--- src/rtl/booth_multiplier_64_pkg.sv ---
// Shared definitions for the radix-2 Booth multiplier.
//   WIDTH_DEF  : default operand width
//   ST_*       : FSM state encodings (2'd3 is unused and recovers to idle)
//   booth_sel_e: per-step addend choice
//   booth_sel(): maps the {Q[0], q_m1} bit pair to an addend choice
package booth_multiplier_64_pkg;

   localparam int WIDTH_DEF = 64;

   localparam logic [1:0] ST_IDLE = 2'd0;
   localparam logic [1:0] ST_RUN  = 2'd1;
   localparam logic [1:0] ST_DONE = 2'd2;

   typedef enum logic [1:0] {
      SEL_NOP    = 2'd0,
      SEL_ADD_M  = 2'd1,
      SEL_ADD_NM = 2'd2
   } booth_sel_e;

   // 01 = end of a run of ones -> +M; 10 = start of a run -> -M
   function automatic booth_sel_e booth_sel(input logic q0, input logic q_m1);
      case ({q0, q_m1})
         2'b01:   return SEL_ADD_M;
         2'b10:   return SEL_ADD_NM;
         default: return SEL_NOP;
      endcase
   endfunction

endpackage

--- src/rtl/booth_multiplier_64_booth_step.sv ---
// One combinational radix-2 Booth iteration: add 0/M/NM to ACC, then
// arithmetic-shift {sum, Q, q_m1} right by one.
//   acc_i/q_i/q_m1_i : current partial-product state
//   m_i/nm_i         : sign-extended multiplicand and its negation
//   acc_o/q_o/q_m1_o : state after the add and shift
module booth_step
   import booth_multiplier_64_pkg::*;
#(
   parameter int WIDTH = WIDTH_DEF
) (
   input  logic [WIDTH:0]   acc_i,
   input  logic [WIDTH-1:0] q_i,
   input  logic             q_m1_i,
   input  logic [WIDTH:0]   m_i,
   input  logic [WIDTH:0]   nm_i,
   output logic [WIDTH:0]   acc_o,
   output logic [WIDTH-1:0] q_o,
   output logic             q_m1_o
);

   logic [WIDTH:0] addend;
   logic [WIDTH:0] sum;

   always_comb begin
      addend = '0;
      case (booth_sel(q_i[0], q_m1_i))
         SEL_ADD_M:  addend = m_i;
         SEL_ADD_NM: addend = nm_i;
         default:    addend = '0;
      endcase
      // Carry out of the guard bit is dropped on purpose.
      sum    = acc_i + addend;
      acc_o  = {sum[WIDTH], sum[WIDTH:1]};
      q_o    = {sum[0], q_i[WIDTH-1:1]};
      q_m1_o = q_i[0];
   end

endmodule

--- src/rtl/booth_multiplier_64.sv ---
// Sequential signed radix-2 Booth multiplier, one step per clock.
//   clk, rst          : clock, synchronous active-high reset
//   start, a, b       : request and signed operands, taken when not busy
//   busy              : high while iterating
//   done              : one-cycle pulse when prod_hi/prod_lo are updated
//   prod_hi, prod_lo  : 2*WIDTH-bit signed product, held until next result
module booth_multiplier_64
   import booth_multiplier_64_pkg::*;
#(
   parameter int WIDTH = WIDTH_DEF
) (
   input  logic             clk,
   input  logic             rst,
   input  logic             start,
   input  logic [WIDTH-1:0] a,
   input  logic [WIDTH-1:0] b,
   output logic             busy,
   output logic             done,
   output logic [WIDTH-1:0] prod_hi,
   output logic [WIDTH-1:0] prod_lo
);

   localparam int CNT_W = $clog2(WIDTH) + 1;

   logic [1:0]       state_q,   state_d;
   logic [WIDTH:0]   m_q,       m_d;
   logic [WIDTH:0]   nm_q,      nm_d;
   logic [WIDTH:0]   acc_q,     acc_d;
   logic [WIDTH-1:0] q_q,       q_d;
   logic             q_m1_q,    q_m1_d;
   logic [CNT_W-1:0] cnt_q,     cnt_d;
   logic [WIDTH-1:0] prod_hi_q, prod_hi_d;
   logic [WIDTH-1:0] prod_lo_q, prod_lo_d;

   logic [WIDTH:0]   a_ext;
   logic [WIDTH:0]   acc_nx;
   logic [WIDTH-1:0] q_nx;
   logic             q_m1_nx;

   // Guard bit lets -2^(WIDTH-1) be negated without overflow.
   assign a_ext = {a[WIDTH-1], a};

   booth_step #(.WIDTH(WIDTH)) u_step (
      .acc_i  (acc_q),
      .q_i    (q_q),
      .q_m1_i (q_m1_q),
      .m_i    (m_q),
      .nm_i   (nm_q),
      .acc_o  (acc_nx),
      .q_o    (q_nx),
      .q_m1_o (q_m1_nx)
   );

   always_comb begin
      state_d   = state_q;
      m_d       = m_q;
      nm_d      = nm_q;
      acc_d     = acc_q;
      q_d       = q_q;
      q_m1_d    = q_m1_q;
      cnt_d     = cnt_q;
      prod_hi_d = prod_hi_q;
      prod_lo_d = prod_lo_q;
      case (state_q)
         ST_IDLE, ST_DONE: begin
            // DONE accepts a new request just like IDLE (back-to-back).
            if (start) begin
               m_d     = a_ext;
               nm_d    = ~a_ext + {{WIDTH{1'b0}}, 1'b1};
               acc_d   = '0;
               q_d     = b;
               q_m1_d  = 1'b0;
               cnt_d   = CNT_W'(WIDTH);
               state_d = ST_RUN;
            end else begin
               state_d = ST_IDLE;
            end
         end
         ST_RUN: begin
            acc_d  = acc_nx;
            q_d    = q_nx;
            q_m1_d = q_m1_nx;
            cnt_d  = cnt_q - CNT_W'(1);
            if (cnt_q == CNT_W'(1)) begin
               state_d   = ST_DONE;
               prod_hi_d = acc_nx[WIDTH-1:0];
               prod_lo_d = q_nx;
            end
         end
         default: state_d = ST_IDLE;
      endcase
   end

   always_ff @(posedge clk) begin
      if (rst) begin
         state_q   <= ST_IDLE;
         m_q       <= '0;
         nm_q      <= '0;
         acc_q     <= '0;
         q_q       <= '0;
         q_m1_q    <= 1'b0;
         cnt_q     <= '0;
         prod_hi_q <= '0;
         prod_lo_q <= '0;
      end else begin
         state_q   <= state_d;
         m_q       <= m_d;
         nm_q      <= nm_d;
         acc_q     <= acc_d;
         q_q       <= q_d;
         q_m1_q    <= q_m1_d;
         cnt_q     <= cnt_d;
         prod_hi_q <= prod_hi_d;
         prod_lo_q <= prod_lo_d;
      end
   end

   assign busy    = (state_q == ST_RUN);
   assign done    = (state_q == ST_DONE);
   assign prod_hi = prod_hi_q;
   assign prod_lo = prod_lo_q;

endmodule

--- config.mk ---
export PLATFORM = sky130hd
export DESIGN_NAME = booth_multiplier_64
export DESIGN_NICKNAME = d
export VERILOG_FILES = /design/src/rtl/booth_multiplier_64_pkg.sv /design/src/rtl/booth_multiplier_64_booth_step.sv /design/src/rtl/booth_multiplier_64.sv
export SDC_FILE = /design/constraint.sdc
export NUM_CORES = 1
export LEC_CHECK = 0
export CAP_MARGIN = 20
export CORE_MARGIN = 4
export CORE_UTILIZATION = 55
export CTS_BUF_LIST = sky130_fd_sc_hd__clkbuf_4
export CTS_CLUSTER_SIZE = 8
export DETAILED_ROUTE_END_ITERATION = 8
export PLACE_DENSITY = 0.79
export SETUP_SLACK_MARGIN = 0.2
export SLEW_MARGIN = 10
export SYNTH_ARGS = -nofsm -noshare
export SYNTH_HDL_FRONTEND = slang
export SYNTH_HIERARCHICAL = 1
export SYNTH_SLANG_ARGS = --single-unit
--- constraint.sdc ---
create_clock -name clk -period 4.6 [get_ports clk]
set_input_delay 0.92 -clock clk [delete_from_list [all_inputs] [get_ports clk]]
set_output_delay 0.92 -clock clk [all_outputs]
set_load 0.01 [all_outputs]
== Word level (Yosys, flattened, before mapping) ==
Cells that the tools add are included.
Widths: inputs -> output; s select.

* Input bits: 131
* Output and inout port bits: 130
* Logic and storage cells: 41
* Bits in registers: 396

* Mux-type cells: 13
* Bitwise gates (word level): 1
* Add/sub/neg operators: 3
* Reduce and logical (&&, ||, !) cells: 6
* Equal/unequal tests: 9

{| class="wikitable"
|+ Operator list
! kind !! count
|-
| $pmux 65 s2 || 2
|-
| $pmux 64 s2 || 1
|-
| $add 65x1->65 const B || 1
|-
| $add 65x65->65 || 1
|-
| $mux 65 || 1
|-
| $not 65->65 || 1
|-
| $mux 64 || 1
|-
| $pmux 7 s2 || 1
|-
| $pmux 2 s2 || 2
|-
| $eq 7x1->1 const B || 1
|-
| $mux 7 || 1
|-
| $sub 7x1->7 const B || 1
|-
| $eq 2x1->1 const B || 3
|-
| $eq 2x2->1 const B || 3
|-
| $reduce_and 2->1 || 3
|-
| $logic_not 2->1 || 1
|-
| $mux 1 || 2
|-
| $mux 2 || 1
|-
| $ne 2x1->1 const B || 1
|-
| $ne 2x2->1 const B || 1
|-
| $pmux 1 s2 || 1
|-
| $reduce_bool 2->1 || 1
|-
| $reduce_or 2->1 || 1
|}

== Logic depth before layout (Yosys ltp) ==
* Depth in word-level cells: 6
* Mapped depth: 20
* Depth with buffers taken out: 17

== Modules after synthesis ==
Netlist, hierarchy kept.

{| class="wikitable"
|+ Modules (own cells, without submodules)
! module !! cells each !! area each (sq um) !! times used !! seq. area each (sq um)
|-
| booth_multiplier_64 || 1901 || 15401.0 || 1 || 7907.6
|-
| booth_step || 800 || 5322.6 || 1 || 0.0
|}

== Worst setup path after synthesis ==
OpenSTA, ideal clock, no wires.

* Path type: register -> register
* Start point: register q_q[0]
* End point: register acc_q[64]
* Arrival time: 3.756 ns
* Setup time: 0.065 ns
* Slack: 0.778 ns
* Required time: 4.535 ns
* Path buffers: 4
* Stages on the path, launching flop included: 20
* Period minus slack after synthesis: 3.822 ns
* Path through: dfxtp_1 > inv_1 > ha_1 > clkbuf_1 > buf_1 > nor2_1 > ha_1 > buf_2 > nand2_1 > o31ai_1 > a21oi_1 > a21bo_1 > a2111oi_4 > o21ai_1 > a21o_1 > and4_1 > nor3_1 > buf_4 > a22oi_1 > nor2_1

* Cells in the longest elaborated chain, start to end: 6
* Elaborated cells between the ends (all ways): 8
* Those cells by class: add/sub (1); eq/ne (4); mux (3)

{| class="wikitable"
|+ RTL lines
! what !! line !! text
|-
| start, declared || booth_multiplier_64.sv:29 || <nowiki>logic [WIDTH-1:0] q_q, q_d;</nowiki>
|-
| start signal, assigned || booth_multiplier_64.sv:110 || <nowiki>q_q <= q_d;</nowiki>
|-
| $eq 2x2->1 or $eq 2x1->1 (tied branches) || booth_multiplier_64_pkg.sv:22 || <nowiki>case ({q0, q_m1})</nowiki>
|-
| $pmux 2 s2 * || booth_multiplier_64_pkg.sv:22 ||
|-
| $eq 2x2->1 or $eq 2x1->1 (tied branches) || booth_multiplier_64_booth_step.sv:26 || <nowiki>case (booth_sel(q_i[0], q_m1_i))</nowiki>
|-
| $pmux 65 s2 * || booth_multiplier_64_booth_step.sv:26 ||
|-
| $add 65x65->65 * || booth_multiplier_64_booth_step.sv:32 || <nowiki>sum = acc_i + addend;</nowiki>
|-
| via acc_nx[63] || booth_multiplier_64.sv:36 || <nowiki>logic [WIDTH:0] acc_nx;</nowiki>
|-
| $pmux 65 s2 * || booth_multiplier_64.sv:64 || <nowiki>case (state_q)</nowiki>
|-
| end signal, assigned || booth_multiplier_64.sv:99 || <nowiki>acc_q <= '0;</nowiki>
|-
| end signal, assigned || booth_multiplier_64.sv:109 || <nowiki>acc_q <= acc_d;</nowiki>
|-
| end, declared || booth_multiplier_64.sv:28 || <nowiki>logic [WIDTH:0] acc_q, acc_d;</nowiki>
|}

Mark *: on every way through the listed nets, which the timed path passes. The rest lies on a longest branch.
A chain may end at the register's enable or synchronous reset.

== Worst setup path in the final report ==
* Start point: register q_q[0]
* End point: register acc_q[60]

Same word-level chain as after synthesis.

==> impl_metrics.toml <==
[placement]
place.gp.congestion = 0.950
placed_cell_area_sq_um = 23000
dp_hpwl_um = 44300
dpl.cell_count = 3237
portBuffers = 260
dpl_worst_slack_ns = 0.350

[logic_synthesis]
ys_top_cells_by_count = "553 x nand2_1, 395 x dfxtp_1, 362 x a21oi_1"
postSynthNetCount = 2902
synth-main-ff-cell = "dfxtp_1"
ys_ff_latch = 395
syn_area_sq_um = 20700
synth_top_area_share = 0.382
async_reset_ff_frac = 0
synth_top_area_cell = "dfxtp_1"
synth_cell_types = 82
avgSynthCellArea_sq_um = 7.67
yosysMostFrequentCell = "nand2_1"
synth_edf_count = 0
yosysWarningCount = 6
synth_area_leaders = "dfxtp_1 38%, nand2_1 10%, a21oi_1 8.7%"
netlist_instances = 2701
seq_area_frac_synth = 0.382

[clock_network]
cts_tree = "yes"
insertion_delay_ns = 0.86
hold_buffers = 0
cts.sinks = 395
clockBufferDepth = 3
clk_pin_slew_ns = 0.08
cts_max_level = 3
cts_buffers = 104
root_buffer = "clkbuf_4"

[power_and_ir_drop]
p_leak_nw = 8.92
total_power_mw = 7.44
ir_worst_vdd_mv = 0.190
powerDensity_nw_per_um2 = 305

[setup_path]
worst_path_most_repeated_cell = "a22oi_1"
worstPathCellList = "inv_1, ha_4, buf_4, a22oi_1, nor2_1, ha_1, nand2_1, o21ai_1, a22oi_1, a21boi_1, o2111ai_1, a21o_1, o31a_1, o41ai_2, xor2_1, a22oi_1, nor2_1"
slowest_delay_ns = 0.47
cp_top_family = "compound AO/OA/AOI/OAI gates"
cp-start-kind = "flop"
rrSetupSlack_ns = 0.37
ff2ff_path_depth = 17
end_kind = "flop"
crit_slowest_cell = "ha_1"
path_buf_inv = 2
crit_cells = 17
path_class = "flop to flop"
cp_max_fo = 18
required_ns = 5.29
cp.arrival_ns = 4.92

[global_route]
track_usage = 0.296
antenna_found_initial = 3
grt-ovfl-total = 0
grt_pass1_vias = 19395
grt_pass1_wl_um = 102000
grt_max_degree = 239

[floorplanning]
design.portCount = 261
die_h_um = 202
coreArea_sq_um = 36900
floorplan.rows = 70
start_util = 0.562
die-area_sq_um = 40800
die_w_um = 202

[flow_run]
cap_violations = 0

[timing]
final_hold_viol_count = 0
setup_viol = 0
hold_ws_ns = 0.453
rsz0062_at_grt = "yes"
slew_violations = 0
worstMarginPinSlew_ns = 1.13
fin_crit_ns = 4.23
fin_crit_sh = 0.920
tns_ns = 0
clock_skew_ns = 0.0503
worst_slack_ns = 0.367
max_freq_mhz = 236
slew-limit-headroom = 0.244

[layout]
drive_gt1_frac = 0.0831
fin_util = 0.661
fin_nets = 3042
nFillCells = 3216
post-route-cell-area_sq_um = 24400
finalNonFillerCells = 3424
syn_to_final_growth_pct = 17.7

[route]
vias = 20649
drc = 0
avgRoutedWirePerCell_um = 18.6
ant_nets = 0
viasPerCell = 6.03
totalWireLength_um = 63800
dr.first_iter.drc_count = 1958
first_pass_iters = 8

[min_path]
hold_depth = 2
hold_class = "flop to flop"

[outcome]
outcome = "completed"
## state kept, by name, summed over array words and instances, names as in the netlist
register	flops
acc_q	65
cnt_q	7
m_q	64
nm_q	64
prod_hi	64
prod_lo	64
q_m1_q	1
q_q	64
state_q	2
## worst reg2reg max path, stage by stage, from the launching register on
cell	delay, ns
dfxtp_1	0.41
inv_1	0.10
ha_4	0.24
buf_4	0.21
a22oi_1	0.29
nor2_1	0.12
ha_1	0.47
nand2_1	0.14
o21ai_1	0.30
a22oi_1	0.19
a21boi_1	0.26
o2111ai_1	0.19
a21o_1	0.25
o31a_1	0.34
o41ai_2	0.24
xor2_1	0.13
a22oi_1	0.18
nor2_1	0.05
## path summary, 6_finish.rpt
kind,to,from
worst max-delay path,acc_q[60]$_SDFFE_PP0P_,q_q[0]$_SDFFE_PP0P_
worst min-delay path,prod_hi[48]$_SDFFE_PP0P_,prod_hi[48]$_SDFFE_PP0P_
worst max register to register,acc_q[60]$_SDFFE_PP0P_,q_q[0]$_SDFFE_PP0P_
worst min register to register,prod_hi[48]$_SDFFE_PP0P_,prod_hi[48]$_SDFFE_PP0P_
## kinds of logic after synthesis
| logic type | count (synthesis) | synth area share |
|---|---|---|
| and+or+nand+nor | 1071 | 0.230 |
| xor gates and xnor gates | 76 | 0.0321 |
| buffers and inverters | 287 | 0.0664 |
| DFF | 395 | 0.382 |
| adders and majority gates | 70 | 0.0426 |
| AOI/OAI and AO/OA | 800 | 0.246 |
| muxes | 2 | 0.000966 |
## metal layers
metal / wire, um / GRT usage / share of wire
met4: 1220 / 0.0837 / 0.019
met2: 28900 / 0.462 / 0.45
met3: 4900 / 0.0576 / 0.077
met1: 28800 / 0.420 / 0.45
met5: 18 / 0 / 0.00028
## what timing repair did
| item | CTS | global route |
|---|---|---|
| buffers inserted | 0 | 2 |
| setup endpoints to repair | 0 | 21 |
| gates resized for setup | 0 | 12 |
## power breakdown
| part | switching [mW] | internal, mW |
|---|---|---|
| combinational | 0.482 | 0.275 |
| sequential | 0.0900 | 3.55 |
| clock | 1.44 | 1.60 |
| total | 2.01 | 5.43 |
## layout by cell type, fill, tap and decap left out, types with 12 or more instances in the layout
master           count
o21bai_1            14
buf_4               37
or4_1               16
or3_1               24
nor3_1              45
xnor2_1             42
clkbuf_4           151
clkinv_1            21
a22oi_1            195
a21oi_1            362
xor2_1              34
nor2_1             202
o21ai_1             12
and3_1              26
inv_1               18
o31ai_1             15
nand2_1            553
nor4_1              19
nor2b_1             12
nand3_1             82
dfxtp_1            395
clkdlybuf4s50_1    259
o21ai_0             55
ha_1                64
nand4_1             29
a21o_1              34
## area by class of cell
type	instances	area, sq um	share of cell area
Tap cell	504	631	0.0259
Antenna cell	8	20.0	0.000821
Clock inverter	26	153	0.00626
Clock buffer	151	1130	0.0465
Multi-Input combinational cell	2019	11500	0.473
Inverter	21	81.3	0.00333
Timing Repair Buffer	300	2930	0.120
Sequential cell	395	7910	0.324
Note: power is estimated with default switching activity, not from simulation.
